[src/rtl/rr_pkg.sv]
// Shared definitions for the round-robin arbiter and its grant controller.
package rr_pkg;

    localparam int RR_REQCNT  = 5;
    localparam int RR_MAX_REQ = 32;

    typedef enum logic [1:0] {
        IDLE    = 2'd0,
        GRANT   = 2'd1,
        RELEASE = 2'd2
    } rr_state_e;

    // Out-of-range numbers yield all-zero, so callers get range checking for free.
    function automatic logic [RR_MAX_REQ-1:0] num2onehot(input logic [31:0] num,
                                                         input int reqcnt);
        logic [RR_MAX_REQ-1:0] oh;
        oh = '0;
        for (int i = 0; i < RR_MAX_REQ; i++) begin
            oh[i] = (i < reqcnt) && (num == 32'(i));
        end
        return oh;
    endfunction

endpackage

[src/rtl/rr_timeout_cnt.sv]
// Idle-cycle counter for a held grant; flags the last cycle before forced release.
module rr_timeout_cnt #(
    parameter int TIMEOUT = 16,
    parameter int CW      = (TIMEOUT > 0) ? $clog2(TIMEOUT + 1) : 1
) (
    input  logic clk_i,
    input  logic rst_i,
    input  logic clr_i,
    input  logic inc_i,
    output logic tc_o
);

    logic [CW-1:0] cnt_q;

    always_ff @(posedge clk_i) begin
        if (rst_i || clr_i) begin
            cnt_q <= '0;
        end else if (inc_i) begin
            cnt_q <= cnt_q + 1'b1;
        end
    end

    generate
        if (TIMEOUT == 0) begin : g_no_to
            assign tc_o = 1'b0;
        end else begin : g_to
            assign tc_o = (cnt_q == CW'(TIMEOUT - 1));
        end
    endgenerate

endmodule

[src/rtl/rr_grant_ctrl.sv]
// Turns the arbiter's selected number into a registered, held one-hot grant
// released on last beat or idle timeout, with a dead cycle for mux turnaround.
module rr_grant_ctrl
    import rr_pkg::*;
#(
    parameter int REQCNT   = RR_REQCNT,
    parameter int REQWIDTH = $clog2(REQCNT),
    parameter int TIMEOUT  = 16,
    parameter int TOWIDTH  = (TIMEOUT > 0) ? $clog2(TIMEOUT + 1) : 1
) (
    input  logic                clk_i,
    input  logic                rst_i,
    input  logic [REQCNT-1:0]   req_i,
    input  logic [REQWIDTH-1:0] arb_num_i,
    output logic                arb_val_o,
    input  logic                beat_val_i,
    input  logic                beat_last_i,
    output logic [REQCNT-1:0]   gnt_o,
    output logic [REQWIDTH-1:0] gnt_num_o,
    output logic                gnt_val_o,
    output logic                timeout_o
);

    rr_state_e             state_q;
    logic [REQCNT-1:0]     gnt_q;
    logic [REQWIDTH-1:0]   gnt_num_q;
    logic                  gnt_val_q;
    logic                  timeout_q;

    logic [REQCNT-1:0]     cand_oh_d;
    logic                  cand_val_d;
    logic                  to_tc;

    // Out-of-range selects produce a zero one-hot, so they never match a request.
    assign cand_oh_d  = REQCNT'(num2onehot(32'(arb_num_i), REQCNT));
    assign cand_val_d = |(req_i & cand_oh_d);

    // Gated by reset so the arbiter does not advance on a grant that won't be taken.
    assign arb_val_o  = (state_q == IDLE) && cand_val_d && !rst_i;

    rr_timeout_cnt #(
        .TIMEOUT (TIMEOUT),
        .CW      (TOWIDTH)
    ) u_to_cnt (
        .clk_i (clk_i),
        .rst_i (rst_i),
        .clr_i ((state_q != GRANT) || beat_val_i),
        .inc_i ((state_q == GRANT) && !beat_val_i),
        .tc_o  (to_tc)
    );

    always_ff @(posedge clk_i) begin
        if (rst_i) begin
            state_q   <= IDLE;
            gnt_q     <= '0;
            gnt_num_q <= '0;
            gnt_val_q <= 1'b0;
            timeout_q <= 1'b0;
        end else begin
            timeout_q <= 1'b0;
            case (state_q)
                IDLE: begin
                    if (cand_val_d) begin
                        state_q   <= GRANT;
                        gnt_q     <= cand_oh_d;
                        gnt_num_q <= arb_num_i;
                        gnt_val_q <= 1'b1;
                    end
                end
                GRANT: begin
                    // A last beat takes priority over a coincident timeout.
                    if ((beat_val_i && beat_last_i) || (!beat_val_i && to_tc)) begin
                        state_q   <= RELEASE;
                        gnt_q     <= '0;
                        gnt_num_q <= '0;
                        gnt_val_q <= 1'b0;
                        timeout_q <= !beat_val_i;
                    end
                end
                RELEASE: state_q <= IDLE;
                default: begin
                    state_q   <= IDLE;
                    gnt_q     <= '0;
                    gnt_num_q <= '0;
                    gnt_val_q <= 1'b0;
                end
            endcase
        end
    end

    assign gnt_o     = gnt_q;
    assign gnt_num_o = gnt_num_q;
    assign gnt_val_o = gnt_val_q;
    assign timeout_o = timeout_q;

endmodule
[config.mk]
export PLATFORM = sky130hd
export DESIGN_NAME = rr_grant_ctrl
export DESIGN_NICKNAME = d
export VERILOG_FILES = /design/src/rtl/rr_pkg.sv /design/src/rtl/rr_timeout_cnt.sv /design/src/rtl/rr_grant_ctrl.sv
export SDC_FILE = /design/constraint.sdc
export NUM_CORES = 1
export LEC_CHECK = 0
export ABC_AREA = 1
export CAP_MARGIN = 20
export CELL_PAD_IN_SITES_DETAIL_PLACEMENT = 2
export CELL_PAD_IN_SITES_GLOBAL_PLACEMENT = 2
export CORE_ASPECT_RATIO = 1.75
export CORE_MARGIN = 1
export CORE_UTILIZATION = 25
export CTS_BUF_LIST = sky130_fd_sc_hd__clkbuf_16
export DETAILED_ROUTE_END_ITERATION = 8
export PLACE_DENSITY = 0.73
export SYNTH_ARGS = -nofsm -noshare
export SYNTH_HDL_FRONTEND = slang
export SYNTH_SLANG_ARGS = --single-unit
export TNS_END_PERCENT = 10
[constraint.sdc]
create_clock -name clk_i -period 2.3 [get_ports clk_i]
set_clock_uncertainty 0.1 [all_clocks]
set_input_delay 0.575 -clock clk_i [delete_from_list [all_inputs] [get_ports clk_i]]
set_output_delay 0.575 -clock clk_i [all_outputs]
set_load 0.005 [all_outputs]
## Word level (Yosys, flattened, before mapping)

Index checks and enable logic that the tools add are counted.
Widths: inputs -> output; s select.

| word-level totals | value |
|---|---|
| bits in registers | 17 |
| input bits | 12 |
| output and inout port bits | 11 |
| word-level logic and storage cells | 49 |

| operators by class | value |
|---|---|
| $add $sub $neg | 1 |
| eq/ne operators | 10 |
| mux-type cells | 12 |
| bitwise logic cells | 4 |
| reduce and logical (&&, ||, !) cells | 16 |

Operator list:

| kind | count |
|---|---|
| $pmux 5 s3 | 1 |
| $mux 5 | 2 |
| $pmux 3 s3 | 1 |
| $eq 3x2->1 const B | 2 |
| $mux 3 | 2 |
| $add 5x1->5 const B | 1 |
| $and 5x5->5 | 1 |
| $eq 5x4->1 const B | 1 |
| $logic_and 1x1->1 | 5 |
| $reduce_or 5->1 | 1 |
| $mux 2 | 2 |
| $ne 2x1->1 const B | 2 |
| $pmux 2 s2 | 1 |
| $eq 3x1->1 const B | 1 |
| $eq 3x3->1 const B | 1 |
| $logic_not 3->1 | 1 |
| $logic_or 1x1->1 | 3 |
| $not 1->1 | 3 |
| $pmux 1 s3 | 1 |
| $reduce_and 3->1 | 1 |
| $reduce_or 3->1 | 1 |
| $eq 2x1->1 const B | 1 |
| $eq 2x2->1 const B | 1 |
| $logic_not 1->1 | 2 |
| 4 further kinds | 5 |

## Logic depth before layout (Yosys ltp)

Gate-level depths: netlist (run 1).

| depth | value |
|---|---|
| word-level depth | 5 |
| mapped depth | 12 |

## Cells and area by module

A second synthesis (run 1) with hierarchy kept.

| second synthesis, totals | value |
|---|---|
| cells, all modules | 126 |
| area, all modules | 889.6 um2 |

Modules (own cells, without submodules):

| module | instances | cells each | area each (um2) |
|---|---|---|---|
| rr_grant_ctrl | 1 | 97 | 644.4 |
| rr_timeout_cnt | 1 | 29 | 245.2 |

## Worst setup path after synthesis (run 1)

Ideal clock, no wire load.

| timing path | value |
|---|---|
| path kind | input port to output port |
| start point | input port arb_num_i[2] |
| end point | output port arb_val_o |
| data arrival time | 1.365 ns |
| data required time | 1.625 ns |
| slack | 0.260 ns |
| cell stages on the path | 8 |
| cell sequence | inv_1 -> nand3_1 -> nor2_1 -> nor2_1 -> nand3_2 -> buf_6 -> nand4_1 -> inv_1 |

| between the ends | value |
|---|---|
| word-level cells in the longest chain between the ends | 5 |

RTL lines:

| element | RTL line | RTL |
|---|---|---|
| from (decl) | rr_grant_ctrl.sv:14 | `input logic [REQWIDTH-1:0] arb_num_i,` |
| $eq 3x1->1 (tied with other cells) | rr_pkg.sv:19 | `oh[i] = (i < reqcnt) && (num == 32'(i));` |
| $and 5x5->5 * | rr_grant_ctrl.sv:36 | `assign cand_val_d = \|(req_i & cand_oh_d);` |
| $reduce_or 5->1 * | rr_grant_ctrl.sv:36 |  |
| $logic_and 1x1->1 * (2 in a row) | rr_grant_ctrl.sv:39 | `assign arb_val_o = (state_q == IDLE) && cand_val_d && !rst_i;` |
| to (decl) | rr_grant_ctrl.sv:15 | `output logic arb_val_o,` |

Every way passes the cells marked *; elsewhere a longest branch is shown, timed or not.

## Worst setup path after layout (run 1)

Ends and elaborated chain as after synthesis.

==> metrics.csv, run 1 <==
stage,metric,value,unit
clock_tree,clock_tree.htree_level_count,1,
place,portbufs,22,
worst_setup_path,path_delay_family,simple AND/OR/NAND/NOR gates,
logic_synthesis,synthXorXnorAreaFrac,1.07,%
global_routing,grt.total_usage,17.5,%
floorplanning,die-width,45.2,µm
cells_and_area,finish.cell_count_without_fillers,192,
min_path,worstHoldStart,u_to_cnt.cnt_q[0],
logic_synthesis,netlist_instances,111,
power,clock_power_share,32.3,%
clock_tree,cts_root_buffer,clkbuf_16,
place,gp_congestion,0.716,
worst_setup_path,path_buf_inv,4,
floorplanning,floorplan.io_pins,23,
power,peakVddDrop,0.452,mV
timing,finalCritPeriodShare,103,%
floorplanning,die_outline_area,3510,µm²
cells_and_area,nets,164,
worst_setup_path,cp_cell_sequence,"dlygate4sd2_1, inv_2, nand3_1, nor2_2, nor2_1, nand3_2, nand4_1, inv_1, buf_2",
clock_tree,clock_sink_count,17,
logic_synthesis,muxShareOfSynthArea,0,%
logic_synthesis,synthAdderAreaFrac,3.06,%
clock_tree,worst_setup_hold_path_clk_slew,0.05,ns
detailed_routing,detailroute.via_count,860,
cells_and_area,design_area,1250,µm²
job,drv_cap,0,
timing,final_critical_path_setup_slack,-0.0647,ns
logic_synthesis,synth_top_family_by_area,simple AND/OR/NAND/NOR gates,
worst_setup_path,crit_path_max_incr_delay,0.25,ns
place,placement.cell_area,1140,µm²
global_routing,globalRouteOverflowTotal,0,
floorplanning,rows,27,
min_path,worst_hold_path.endpoint,u_to_cnt.cnt_q[0],
cells_and_area,antenna-diode-count,0,
detailed_routing,routed_via_density,4.48,
place,detailedPlace.worstSlack,-0.752,ns
timing,setup_viol,1,
min_path,holdPathStages,1,
global_routing,grt_max_degree,16,
min_path,hold_path_class,reg -> reg,
clock_tree,numCtsBuffers,3,
cells_and_area,synthToLayoutAreaGrowth,52.6,%
global_routing,grt_antenna_before_repair,0,
worst_setup_path,setup.worst_path.start_class,input port,
logic_synthesis,synth_area_per_cell,7.37,µm²
worst_setup_path,arrival_time_at_the_worst_endpoint,1.69,ns
global_routing,grt_pass1_vias,946,
detailed_routing,avgRoutedWirePerCell,14.2,µm
detailed_routing,detail_route.iter0.violations,6,
logic_synthesis,syn-cell-area,818,µm²
floorplanning,die_h,77.7,µm
clock_tree,insertion_delay,0.25,ns
outcome,violations,setup timing,
power,cellPowerDensity,854,nW/µm²
timing,max_freq,423,MHz
cells_and_area,multiInputGateArea,403,µm²
timing,post-route-min-period,2.36,ns
timing,worst_slew_margin_rel,76.2,%
outcome,status,"finished, violations left",
clock_tree,holdBufCountCts,0,
worst_setup_path,worst_setup_path_end_kind,output pin,
detailed_routing,routed_wl,2.73,mm
cells_and_area,fillCellCount,368,
clock_tree,clock_tree.buffer_depth,2,
worst_setup_path,critPathMaxFanout,5,
detailed_routing,drt_drc_violations_left,0,
power,power_switching_share,30.2,%
timing,rsz_0062_raised_after_global_routing,true,
logic_synthesis,ys.warnings.count,0,
floorplanning,floorplan.initialDensity,26.0,%
worst_setup_path,worst_r2r_path_depth,10,
detailed_routing,firstDrtPassIters,3,
cells_and_area,final_core_util,39.7,%
detailed_routing,route.antenna.remaining_nets,0,
clock_tree,cts_tree,yes,
power,leakage,0.576,nW
logic_synthesis,yosysUniqueCellTypes,17,
worst_setup_path,capture_instance_of_the_worst_register_to_register_path,gnt_o[2],
logic_synthesis,syn_nets,125,
power,seqPwrFrac,35.6,%
power,p_sw,0.322,mW
cells_and_area,final_layout_size_suffix_gt1_share,18.8,%
worst_setup_path,r2r_slack,0.26,ns
place,dpl.hpwl,1.99,mm
place,numPlacedInstances,184,
power,intPower,0.744,mW
timing,worst-slew-pin-transition,0.357,ns
timing,report.final.slew_viol_count,0,
logic_synthesis,yosys_register_bits,17,
cells_and_area,ff_latch_area,340,µm²
logic_synthesis,synth_compound_gate_area_share,5.50,%
worst_setup_path,worstSetupPathType,in -> out,
logic_synthesis,seq_area_frac_synth,41.6,%
global_routing,grt_first_pass_wirelength,4.53,mm
power,comb_power_share,32.0,%
floorplanning,core_region_area,3140,µm²
cells_and_area,layout.cells.most_common,nand2_1,
worst_setup_path,worstReg2RegStart,u_to_cnt.cnt_q[0],
worst_setup_path,critical-path-slowest-cell,dlygate4sd2_1,
logic_synthesis,yosys.area_share.simple,38.7,%
worst_setup_path,cp.required,1.62,ns
timing,hold_viol_final,0,
cells_and_area,final_cell_mix,"nand2_1 (21), nor2_1 (19), dfxtp_1 (17)",
-- synthesized netlist by cell type (all sizes together) --
master	n	area (µm²)
a21oi	8	40.0
buf	3	33.8
dfxtp	17	340
ha	2	25.0
inv	13	48.8
nand2	21	78.8
nand3	14	80.1
nand4	6	37.5
nor2	23	108
nor3	1	5.00
nor3b	1	7.51
o21ai	1	5.00
xor2	1	8.76
-- timing repair --
action                                  CTS  global route
setup buffers                             4             0
endpoints found under the hold margin     0             0
pin swaps                                 6             1
resized for setup                        14             2
endpoints found under the setup margin    1             9
-- worst max-delay path by stage --
| stage | startpoint | endpoint | slack [ns] | cells past startpoint |
|---|---|---|---|---|
| finish | arb_num_i[2] | arb_val_o | -0.06 | 9 |
| global route | arb_num_i[0] | arb_val_o | -0.16 | 9 |
| CTS | arb_num_i[0] | arb_val_o | 0.01 | 9 |
| detailed placement | arb_num_i[1] | arb_val_o | -0.75 | 9 |
| global placement | arb_num_i[1] | arb_val_o | -0.63 | 9 |
| floorplan | arb_num_i[2] | arb_val_o | 0.26 | 8 |
-- power by group through the flow --
stage          Sequential, mW  Combinational (mW)  Clock (mW)
3_5_place_dp            0.386               0.330           0
5_1_grt                 0.387               0.385       0.367
3_3_place_gp            0.383               0.319           0
6_report                0.380               0.341       0.345
2_1_floorplan           0.383               0.176           0
4_1_cts                 0.380               0.337       0.353
-- routing by layer --
layer / GRT usage (%) / part of all wire, %
met1: 18.5 / 38
met2: 33.6 / 59
met3: 1.40 / 2.0
met4: 5.45 / 0.70
met5: 0 / 0
-- through the flow --
step / power (mW) / hold slack (ns) / setup TNS, ns
CTS: 1.07 / 0.361 / 0
finish: 1.07 / 0.352 / -0.0647
floorplan: 0.559 / 0.318 / 0
global route: 1.14 / 0.390 / -0.162
global placement: 0.702 / 0.330 / -0.659
detailed placement: 0.716 / 0.344 / -0.917
-- worst register-to-register path: cells and delay by family, from the launching register on --
| family | cells | cell delay [ns] |
|---|---|---|
| and+or+nand+nor | 6 | 0.72 |
| AOI/OAI and AO/OA | 2 | 0.40 |
| adders and majority gates | 2 | 0.39 |
| DFF | 1 | 0.32 |
-- registers in the layout (all words and copies together), names as in the netlist --
signal / count
gnt_o: 5
gnt_val_o: 1
u_to_cnt.cnt_q: 5
gnt_num_o: 3
timeout_o: 1
state_q: 2
-- area by class of cell --
class	instances	area share, %
multi-input combinational	78	32.3
sequential	17	27.3
timing repair buffer	37	26.0
clock buffer	3	6.01
tap	43	4.31
inverter	13	3.91
clock inverter	1	0.301
-- logic make-up after synthesis --
group                      after synthesis
AOI/OAI and AO/OA                        9
xor gates and xnor gates                 1
adders and majority gates                2
buffers and inverters                   16
DFF                                     17
and+or+nand+nor                         66
Note: power is estimated with default switching activity, not from simulation.
==> run 2, diff against run 1 <==
CORE_MARGIN = 5   (was 1)
SLEW_MARGIN = 15   (was not set)
==> run 2 against run 1 <==
Against the previous run: the run now ends clean; utilization rose by 2.1 points; design area is 5.2% higher; non-clock buffer count grew 8; worst setup slack better by 0.12 ns; critical endpoint unchanged.
==> metrics.csv, run 2 (same netlist as run 1, synthesis figures left out) <==
stage,metric,value,unit,change
worst_setup_path,critPathMaxFanout,5,,unchanged
power,peakVddDrop,0.490,mV,was 0.452 mV
timing,setup_viol,0,,was 1
detailed_routing,detailroute.via_count,917,,was 860
place,numPlacedInstances,184,,unchanged
global_routing,grt_first_pass_wirelength,4.95,mm,was 4.53 mm
timing,rsz_0062_raised_after_global_routing,true,,unchanged
worst_setup_path,setup.worst_path.start_class,input port,,unchanged
min_path,hold_path_class,reg -> reg,,unchanged
floorplanning,floorplan.io_pins,23,,unchanged
place,placement.cell_area,1140,µm²,unchanged
outcome,status,completed,,"was finished, violations left"
clock_tree,cts_tree,yes,,unchanged
clock_tree,insertion_delay,0.25,ns,about the same
global_routing,grt_max_degree,16,,unchanged
global_routing,grt_pass1_vias,1059,,was 946
detailed_routing,drt_drc_violations_left,0,,unchanged
power,cellPowerDensity,847,nW/µm²,was 854 nW/µm²
cells_and_area,final_layout_size_suffix_gt1_share,26.8,%,was 18.8%
timing,worst-slew-pin-transition,0.363,ns,was 0.357 ns
job,drv_cap,0,,unchanged
clock_tree,holdBufCountCts,0,,unchanged
power,seqPwrFrac,34.2,%,was 35.6%
clock_tree,clock_tree.buffer_depth,2,,unchanged
clock_tree,numCtsBuffers,3,,unchanged
detailed_routing,avgRoutedWirePerCell,15.0,µm,was 14.2 µm
cells_and_area,antenna-diode-count,0,,unchanged
floorplanning,rows,27,,unchanged
detailed_routing,detail_route.iter0.violations,5,,was 6
place,dpl.hpwl,2.09,mm,was 1.99 mm
cells_and_area,final_core_util,41.8,%,was 39.7%
timing,hold_viol_final,0,,unchanged
timing,worst_slew_margin_rel,75.8,%,was 76.2%
cells_and_area,design_area,1310,µm²,was 1250 µm²
clock_tree,worst_setup_hold_path_clk_slew,0.05,ns,about the same
power,pwr_total,1.11,mW,was 1.07 mW
detailed_routing,routed_via_density,4.59,,was 4.48
timing,final_critical_path_setup_slack,0.0576,ns,was -0.0647 ns
worst_setup_path,worst_setup_path_end_kind,output pin,,unchanged
cells_and_area,final_cell_mix,"buf_4 (23), nand2_1 (20), nor2_1 (18)",,"was nand2_1 (21), nor2_1 (19), dfxtp_1 (17)"
cells_and_area,nets,172,,was 164
worst_setup_path,worstSetupPathType,in -> out,,unchanged
power,clock_power_share,30.6,%,was 32.3%
timing,max_freq,446,MHz,was 423 MHz
worst_setup_path,arrival_time_at_the_worst_endpoint,1.57,ns,was 1.69 ns
power,power_switching_share,30.5,%,was 30.2%
detailed_routing,route.antenna.remaining_nets,0,,unchanged
timing,report.final.slew_viol_count,0,,unchanged
floorplanning,die-width,53.2,µm,was 45.2 µm
floorplanning,die_h,85.7,µm,was 77.7 µm
cells_and_area,synthToLayoutAreaGrowth,60.6,%,was 52.6%
floorplanning,core_region_area,3140,µm²,unchanged
place,gp_congestion,0.720,,was 0.716
detailed_routing,routed_wl,2.99,mm,was 2.73 mm
global_routing,grt.total_usage,14.8,%,was 17.5%
cells_and_area,fillCellCount,389,,was 368
place,detailedPlace.worstSlack,-0.696,ns,was -0.752 ns
cells_and_area,finish.cell_count_without_fillers,200,,was 192
timing,finalCritPeriodShare,97.5,%,was 103%
clock_tree,cts_root_buffer,clkbuf_16,,unchanged
place,portbufs,22,,unchanged
timing,post-route-min-period,2.24,ns,was 2.36 ns
power,p_sw,0.340,mW,was 0.322 mW
worst_setup_path,cp.required,1.62,ns,about the same
global_routing,grt_antenna_before_repair,0,,unchanged
detailed_routing,firstDrtPassIters,4,,was 3
floorplanning,floorplan.initialDensity,26.0,%,unchanged
power,intPower,0.774,mW,was 0.744 mW
power,comb_power_share,35.2,%,was 32.0%
power,leakage,0.614,nW,was 0.576 nW
clock_tree,clock_tree.htree_level_count,1,,unchanged
global_routing,globalRouteOverflowTotal,0,,unchanged
cells_and_area,layout.cells.most_common,buf_4,,was nand2_1
clock_tree,clock_sink_count,17,,unchanged
floorplanning,die_outline_area,4560,µm²,was 3510 µm²
[run 2: cell types whose count changed in the layout (fill, tap and decap cells not counted), moves of 2 or more]
cell / previous run / this run
buf_4: 15 / 23
buf_2: 1 / 4
clkdlybuf4s50_1: 15 / 13
nor2_4: 1 / 3
[run 2: metrics by stage]
stage               hold slack (ns)  setup TNS [ns]
finish                        0.361               0
global route                  0.405         -0.0587
CTS                           0.372               0
detailed placement            0.361          -0.772
global placement              0.334          -0.594
floorplan                     0.318               0
[run 2: power groups by stage]
stage	sequential [mW]	clock, mW	combinational, mW
after floorplan	0.383	0	0.176
after global placement	0.382	0	0.320
after detailed placement	0.387	0	0.333
after CTS	0.382	0.352	0.385
after global routing	0.388	0.366	0.433
final	0.381	0.340	0.392
[run 2: final timing paths]
| check | start | endpoint | slack, ns | cells past startpoint |
|---|---|---|---|---|
| worst max-delay path | arb_num_i[0] | arb_val_o | 0.06 | 10 |
| worst min-delay path | u_to_cnt.cnt_q[0] | u_to_cnt.cnt_q[0] | 0.36 | 1 |
| worst max register to register | state_q[0] | state_q[0] | 0.24 | 12 |
| worst min register to register | u_to_cnt.cnt_q[0] | u_to_cnt.cnt_q[0] | 0.36 | 1 |
[run 2: worst max-delay path: stages]
cell and delay (ns):
buf_2 0.15, nor2_4 0.13, nand3_1 0.08, nand2_1 0.08
nor2_2 0.04, nand3_2 0.07, nand4_1 0.12, buf_4 0.17
inv_1 0.04, buf_2 0.10
[run 2: cell type report]
class / instances / area (µm²) / area share, %
inverters: 13 / 51.3 / 3.90
flip-flops and latches: 17 / 340 / 25.9
multi-input cells: 78 / 423 / 32.2
clock inverters: 1 / 3.75 / 0.286
well taps: 43 / 53.8 / 4.10
clock buffers: 3 / 75.1 / 5.71
repair buffers: 45 / 367 / 27.9
[run 2: repair_timing]
item,4_1_cts,5_1_grt
gates resized for setup,28,4
endpoints found under the setup margin,1,10
buffers inserted,13,1
pin swaps,9,4
[run 2: metal layers]
metal | vias to the layer above | routed length (µm) | track usage [%]
li1 | 449 | - | -
met1 | 442 | 1010 | 14.0
met2 | 19 | 1800 | 28.0
met3 | 7 | 113 | 2.96
met4 | 0 | 63 | 7.44
met5 | - | 0 | 0
